[src/rtl/menu_nav_ctrl.sv]
// menu_nav_ctrl: keyboard menu navigation FSM with action strobes and persistent caps/colour/size settings.
// Define MENU_KEY_EDGE_EN to treat keys as held levels and act only on rising edges.
module menu_nav_ctrl #(
  parameter int COLOR_COUNT = 8,
  parameter int SIZE_COUNT  = 4
) (
  input  logic       clk,
  input  logic       reset,
  input  logic       key_left,
  input  logic       key_right,
  input  logic       key_up,
  input  logic       key_down,
  input  logic       key_enter,
  input  logic       key_esc,
  output logic [2:0] item_selector,
  output logic       window_selector,
  output logic       open_pulse,
  output logic       save_pulse,
  output logic       quit_pulse,
  output logic       caps_on,
  output logic [2:0] color_idx,
  output logic [1:0] size_idx
);
  typedef enum logic {MAIN = 1'b0, TOP = 1'b1} state_t;
  state_t     state_q, state_d;
  logic [2:0] item_q, item_d;
  logic       open_q, open_d, save_q, save_d, quit_q, quit_d, caps_q, caps_d;
  logic [2:0] color_q, color_d;
  logic [1:0] size_q, size_d;
  logic [5:0] key_raw, ev;
  logic       esc, ent, vert, horiz, item_ok;
  logic [2:0] item_inc, item_dec, color_inc;
  logic [1:0] size_inc;
  assign key_raw = {key_esc, key_enter, key_up, key_down, key_left, key_right};
`ifdef MENU_KEY_EDGE_EN
  logic [5:0] key_prev_q;
  always_ff @(posedge clk) key_prev_q <= reset ? '0 : key_raw;
  assign ev = key_raw & ~key_prev_q;
`else
  assign ev = key_raw;
`endif
  // opposing keys pressed together cancel each other
  assign esc       = ev[5];
  assign ent       = ev[4];
  assign vert      = ev[3] ^ ev[2];
  assign horiz     = ev[1] ^ ev[0];
  assign item_ok   = item_q >= 3'd1 && item_q <= 3'd6;
  assign item_inc  = item_q == 3'd6 ? 3'd1 : item_q + 3'd1;
  assign item_dec  = item_q == 3'd1 ? 3'd6 : item_q - 3'd1;
  assign color_inc = color_q == 3'(COLOR_COUNT - 1) ? 3'd0 : color_q + 3'd1;
  assign size_inc  = size_q == 2'(SIZE_COUNT - 1) ? 2'd0 : size_q + 2'd1;
  always_comb begin
    state_d = state_q;
    item_d  = item_q;
    open_d  = 1'b0;
    save_d  = 1'b0;
    quit_d  = 1'b0;
    caps_d  = caps_q;
    color_d = color_q;
    size_d  = size_q;
    if (state_q == MAIN) begin
      item_d = {2'b00, item_q[0]};
      if (ent) begin
        state_d = item_q[0] ? MAIN : TOP;
        item_d  = 3'd1;
        quit_d  = item_q[0];
      end else if (vert)
        item_d = {2'b00, ~item_q[0]};
    end else if (!item_ok)
      item_d = 3'd1;
    else if (esc) begin
      state_d = MAIN;
      item_d  = 3'd0;
    end else if (ent) begin
      open_d  = item_q == 3'd1;
      save_d  = item_q == 3'd2;
      caps_d  = caps_q ^ (item_q == 3'd4);
      color_d = item_q == 3'd5 ? color_inc : color_q;
      size_d  = item_q == 3'd6 ? size_inc : size_q;
      state_d = item_q == 3'd3 ? MAIN : TOP;
      item_d  = item_q == 3'd3 ? 3'd0 : item_q;
    end else if (horiz)
      item_d = ev[0] ? item_inc : item_dec;
  end
  always_ff @(posedge clk) begin
    if (reset) begin
      state_q <= MAIN;
      item_q  <= '0;
      open_q  <= 1'b0;
      save_q  <= 1'b0;
      quit_q  <= 1'b0;
      caps_q  <= 1'b0;
      color_q <= '0;
      size_q  <= '0;
    end else begin
      state_q <= state_d;
      item_q  <= item_d;
      open_q  <= open_d;
      save_q  <= save_d;
      quit_q  <= quit_d;
      caps_q  <= caps_d;
      color_q <= color_d;
      size_q  <= size_d;
    end
  end
  assign window_selector = state_q == TOP;
  assign item_selector   = item_q;
  assign open_pulse      = open_q;
  assign save_pulse      = save_q;
  assign quit_pulse      = quit_q;
  assign caps_on         = caps_q;
  assign color_idx       = color_q;
  assign size_idx        = size_q;
endmodule

[config.mk]
export PLATFORM = sky130hd
export DESIGN_NAME = menu_nav_ctrl
export DESIGN_NICKNAME = d
export VERILOG_FILES = /design/src/rtl/menu_nav_ctrl.sv
export SDC_FILE = /design/constraint.sdc
export NUM_CORES = 1
export LEC_CHECK = 0
export BUFFER_PORTS_ARGS = -buffer_cell sky130_fd_sc_hd__buf_2
export CAP_MARGIN = 30
export CELL_PAD_IN_SITES_DETAIL_PLACEMENT = 1
export CELL_PAD_IN_SITES_GLOBAL_PLACEMENT = 2
export CORE_MARGIN = 8
export CORE_UTILIZATION = 33
export CTS_CLUSTER_DIAMETER = 40
export DETAILED_ROUTE_END_ITERATION = 8
export PLACE_DENSITY_LB_ADDON = 0.25
export SKIP_CTS_REPAIR_TIMING = 1
export SYNTH_ARGS = -nofsm -noshare
export SYNTH_HDL_FRONTEND = slang
export SYNTH_SLANG_ARGS = --single-unit
export TNS_END_PERCENT = 1
[constraint.sdc]
create_clock -name clk -period 2.5 [get_ports clk]
set_input_delay 0.5 -clock clk [delete_from_list [all_inputs] [get_ports clk]]
set_output_delay 0.5 -clock clk [all_outputs]
set_load 0.01 [all_outputs]
# --- Yosys cells after proc, flatten, opt, wreduce, memory -nomap -nowiden ---
# Index checks and enable logic that the tools add are counted.
word_totals:
  register_bits: 13
  output_inout_bits: 13
  word_cells: 62
classes:
  addsub: 4
  n_lt_le_gt_ge: 2
  eq_ne: 10
  n_mux: 20
  bitwise_logic: 8
  reduce_logical: 9
ops:
  columns: ["operator", "n"]
  rows:
  - ["$mux W3", 10]
  - ["$eq A3 B3 Y1 const B", 4]
  - ["$reduce_and A5 Y1", 2]
  - ["$mux W1", 9]
  - ["$add A3 B1 Y3 const B", 2]
  - ["$eq A3 B2 Y1 const B", 2]
  - ["$ne A5 B4 Y1 const B", 1]
  - ["$ne A5 B5 Y1 const B", 1]
  - ["$not A1 Y1", 5]
  - ["$reduce_or A5 Y1", 1]
  - ["$reduce_and A4 Y1", 1]
  - ["$eq A3 B1 Y1 const B", 1]
  - ["$ge A3 B1 Y1 const B", 1]
  - ["$le A3 B3 Y1 const B", 1]
  - ["$reduce_and A3 Y1", 1]
  - ["$reduce_bool A3 Y1", 1]
  - ["$reduce_or A3 Y1", 1]
  - ["$sub A3 B1 Y3 const B", 1]
  - ["$xor A1 B1 Y1", 3]
  - ["$add A2 B1 Y2 const B", 1]
  - ["$eq A2 B2 Y1 const B", 1]
  - ["$mux W2", 1]
  - ["$reduce_and A2 Y1", 1]
  - ["$logic_and A1 B1 Y1", 1]

# --- Longest topological paths before layout ---
logic_depth:
  word_depth: 8
  ltp_mapped: 7
  mapped_depth_nobuf: 6

# --- Worst setup path before layout ---
# No wires, ideal clock.
synth_path:
  path_type: "reg2reg"
  start: "register item_q[1], in the netlist item_selector[1]"
  end: "register open_q, in the netlist open_pulse"
  t_arrival_ps: 1655
  setup_slack_ps: 730
  stages_incl_launch_ff: 7
  path_buffers: 0
  period_less_slack_ps: 1770
  cell_sequence: "dfxtp_1 -> inv_1 -> ha_1 -> or3_1 -> o211ai_2 -> nor4_1 -> and2_1"
synth_via:
  elab_chain_cells: 4
  elab_cells_between_ends: 6
  cone_classes: "2 x order compare; 1 x eq/ne; 1 x bitwise; 2 x reduce/logical"
synth_rtl:
  columns: ["item", "line", "rtl"]
  rows:
  - ["start, declared", "26", "logic [2:0] item_q, item_d;"]
  - ["start signal, assigned", "97", "item_q <= item_d;"]
  - ["$ge A3 B1 Y1 or $le A3 B3 Y1 (tied branches)", "47", "assign item_ok = item_q >= 3'd1 && item_q <= 3'd6;"]
  - ["$logic_and A1 B1 Y1", "47", null]
  - ["$not A1 Y1 (no source line)", null, null]
  - ["$reduce_or A5 Y1 (no source line)", null, null]
  - ["end signal, assigned", "98", "open_q <= open_d;"]
  - ["end, declared", "27", "logic open_q, open_d, save_q, save_d, quit_q, quit_d, caps_q, caps_d;"]
# Several ways; a longest one is shown, not always the timed one.
# A chain may end at the register's enable or synchronous reset.

# --- Final worst setup path ---
layout_path:
  start: "register item_q[1], in the netlist item_selector[1]"
  end: "register save_q, in the netlist save_pulse"
layout_via:
  elab_chain_cells: 4
  elab_cells_between_ends: 6
  cone_classes: "2 x order compare; 1 x eq/ne; 1 x bitwise; 2 x reduce/logical"
layout_rtl:
  columns: ["item", "line", "rtl"]
  rows:
  - ["$ge A3 B1 Y1 or $le A3 B3 Y1 (tied branches)", "47", null]
  - ["$logic_and A1 B1 Y1", "47", null]
  - ["$not A1 Y1 (no source line)", null, null]
  - ["$reduce_or A5 Y1 (no source line)", null, null]
  - ["end signal, assigned", "99", "save_q <= save_d;"]
  - ["end, declared", "27", null]
# Several ways; a longest one is shown, not always the timed one.

==> flow_metrics.py <==
metrics = {
    "status": {
        "run_status": "complete, no violations",
    },
    "placed_design": {
        "gpl.final_weighted_congestion": 0.8210,
        "placement.setup.worst_slack_ns": 0.4916,
        "post_placement_cell_count": 129,
        "io_buffer_count": 20,
        "placed_cell_area_um2": 913.4,
        "hpwl_after_detailed_placement_mm": 1.563,
    },
    "timing": {
        "setup_viol": 0,
        "post-route-period-util_pct": 81.45,
        "rsz0062_at_grt": "false",
        "worst_setup_slack_final_ns": 0.4639,
        "layout_min_cycle_time_ns": 2.036,
        "maxClockFrequency_ghz": 0.4911,
        "max_slew.worst_pin.slew_ns": 0.4479,
        "final-hold-violation-count": 0,
        "timing.final.max_slew_violations": 0,
        "maxSlewHeadroom_pct": 70.10,
        "setup_total_negative_slack_ns": 0,
        "fin_worst_skew_ns": 0.004020,
    },
    "global_routing": {
        "global_route.overflow_total": 0,
        "grt_pass1_vias": 734,
        "groute.layer.met3.usage_pct": 5.272,
        "global_route.peak_usage_layer": "met2",
        "groute.usage.overall_pct": 10.06,
        "first_pass_grt_wire_length_mm": 3.429,
        "grt_max_degree": 12,
        "initial_antenna_violation_count": 0,
        "global_route.usage.met1_pct": 11.22,
        "use_met2_pct": 16.48,
    },
    "synth": {
        "syn-instance-count": 82,
        "async_flop_share_pct": 0,
        "synth_enable_flop_cells": 0,
        "netlist.area_leader.share_pct": 32.60,
        "synthesized_netlist_net_count": 99,
        "yosys.cell_types.count": 36,
        "post_synth.cell_area_avg_um2": 9.735,
        "postSynth.topFlopCell": "sky130_fd_sc_hd__dfxtp_1",
        "yosysSeqAreaShare_pct": 32.60,
        "synth.ff_latch_count": 13,
        "synth_top_cells_by_count": "sky130_fd_sc_hd__dfxtp_1, sky130_fd_sc_hd__ha_1, sky130_fd_sc_hd__nor2_1",
        "post-synth-top-area-cell": "sky130_fd_sc_hd__dfxtp_1",
        "netlist_top_cells_area": "sky130_fd_sc_hd__dfxtp_1, sky130_fd_sc_hd__ha_1, sky130_fd_sc_hd__mux2i_1",
        "post_synth_instance_area_um2": 798.3,
        "post-synth-top-count-cell": "sky130_fd_sc_hd__dfxtp_1",
        "yosys_warnings": 0,
    },
    "floorplan": {
        "design.die.area_mm2": 0.004249,
        "initial_core_util_pct": 33.44,
        "boundaryPins": 21,
        "die_h_um": 65.19,
        "coreArea_mm2": 0.002387,
        "row_count": 18,
        "die_x_um": 65.19,
    },
    "clocking": {
        "cts_tree": "built",
        "clk_latency_ns": 0.27,
        "clk_transition_reported_paths_ns": 0.07,
        "cts.root.buffer_cell": "sky130_fd_sc_hd__clkbuf_4",
        "cts_htree_levels": 1,
        "cts.sinks": 13,
        "clk_path_buf_depth": 2,
        "cts_inserted_buffers": 3,
    },
    "flow_run": {
        "max_cap_viol_count": 0,
    },
    "critical_path": {
        "critPathTopFamily": "simple AND/OR/NAND/NOR gates",
        "crit_chain": "inv_1 -> ha_1 -> or3_1 -> o211ai_2 -> nor4_1 -> and2_1",
        "type_of_destination_of_the_critical_path": "flop",
        "crit_type": "reg2reg",
        "crit_fanout": 9,
        "critPathArrivalTime_ns": 2.21,
        "timing.critical_path.buf_inv": 1,
        "worst_ep_required_time_ns": 2.67,
        "crit_path_max_incr_delay_ns": 0.56,
        "critical_path.slowest_cell": "sky130_fd_sc_hd__dfxtp_1",
        "worst_setup_path_start_kind": "flop",
    },
    "cells_and_area": {
        "syn2layout_area_growth_pct": 17.71,
        "fraction_of_layout_cells_with_a_size_suffix_above_1_pct": 28.16,
        "fin_area_um2": 939.7,
        "num-nets-final": 121,
        "layout.cells.non_filler": 133,
        "antennaDiodeCount": 0,
    },
    "route": {
        "wl_mm": 1.923,
        "via_per_inst": 5.150,
        "drt_first_pass_iters": 4,
        "detailedRoute.firstIterationViolations": 16,
        "vias": 685,
        "detail_route.wl_per_cell_um": 14.46,
        "drc_errors": 0,
        "ant_nets": 0,
    },
    "worst_hold_path": {
        "min_path_type": "reg2reg",
    },
    "pwr": {
        "irDropWorstVdd_v": 0.0002454,
        "static-leakage-power_uw": 0.0004092,
        "pwr_density_cell_mw_per_mm2": 472.9,
        "totalPowerFinal_uw": 444.3,
    },
}
## cells in the final DEF, fill, tap and decap left out, types with 2 or more instances in the layout
| cell | n |
|---|---|
| sky130_fd_sc_hd__nand2_1 | 3 |
| sky130_fd_sc_hd__or3_1 | 3 |
| sky130_fd_sc_hd__a21oi_1 | 3 |
| sky130_fd_sc_hd__xnor2_1 | 3 |
| sky130_fd_sc_hd__a2bb2oi_1 | 2 |
| sky130_fd_sc_hd__nor3_1 | 3 |
| sky130_fd_sc_hd__mux2i_1 | 4 |
| sky130_fd_sc_hd__nor4_1 | 2 |
| sky130_fd_sc_hd__inv_1 | 3 |
| sky130_fd_sc_hd__dfxtp_1 | 13 |
| sky130_fd_sc_hd__buf_2 | 20 |
| sky130_fd_sc_hd__clkbuf_4 | 3 |
| sky130_fd_sc_hd__and2_1 | 2 |
| sky130_fd_sc_hd__nand3_1 | 2 |
| sky130_fd_sc_hd__nor2_1 | 8 |
| sky130_fd_sc_hd__ha_1 | 9 |
## cells by family (layout without fill, tap and decap cells)
| logic type | after synthesis | count (layout) | share of synthesized area, % |
|---|---|---|---|
| simple gates | 29 | 29 | 19.91 |
| flops | 13 | 13 | 32.60 |
| mux | 4 | 4 | 5.016 |
| compound gates | 17 | 17 | 20.38 |
| buf+inv | 7 | 28 | 4.701 |
| fa+ha+maj | 9 | 9 | 14.11 |
| xor+xnor | 3 | 3 | 3.292 |
## sequential cells by signal, indices dropped and copies added (netlist names)
register	flops
size_idx	2
quit_pulse	1
open_pulse	1
item_selector	3
caps_on	1
color_idx	3
window_selector	1
save_pulse	1
## metal layers
layer | share of wire (%) | vias to the layer above
li1 | - | 341
met1 | 44 | 327
met3 | 7.7 | 0
met4 | 0 | 0
met2 | 48 | 17
met5 | 0 | -
## worst paths after layout
check | from | endpoint | slack [ns] | cells after the start
setup reg to reg | item_selector[1]$_SDFFE_PP0P_ | save_pulse$_SDFF_PP0_ | 0.46 | 6
setup / recovery | item_selector[1]$_SDFFE_PP0P_ | save_pulse$_SDFF_PP0_ | 0.46 | 6
hold / removal | caps_on$_SDFFE_PP0P_ | caps_on$_SDFFE_PP0P_ | 0.49 | 2
hold reg to reg | caps_on$_SDFFE_PP0P_ | caps_on$_SDFFE_PP0P_ | 0.49 | 2
## power breakdown
part	internal [uW]	switching (uW)	total (uW)	leakage, uW
Combinational	37.7	49.4	87.2	0.000289
Clock	61.9	67.2	129	0.0000150
Sequential	213	15.1	228	0.000105
Total	313	132	444	0.000409
## worst min-delay path, stage by stage, from the launching register on
cell	delay, ns
sky130_fd_sc_hd__dfxtp_1	0.32
sky130_fd_sc_hd__o21ai_0	0.07
sky130_fd_sc_hd__a21oi_1	0.06
## through the flow
stage               utilization, %  hold WS [ns]
floorplan                        -        0.5023
global placement             38.26        0.4656
detailed placement           38.26        0.4861
CTS                          39.36        0.4972
global route                 39.36        0.5085
finish                       39.36        0.4887
## area by class of cell
class | instances | area, um2
fillers | 306 | 1448
flip-flops and latches | 13 | 260.3
inverters | 4 | 15.01
multi-input cells | 62 | 500.5
clock buffers | 4 | 26.28
repair buffers | 20 | 100.1
well taps | 30 | 37.54
No activity file was read; power rests on OpenSTA's default activity.
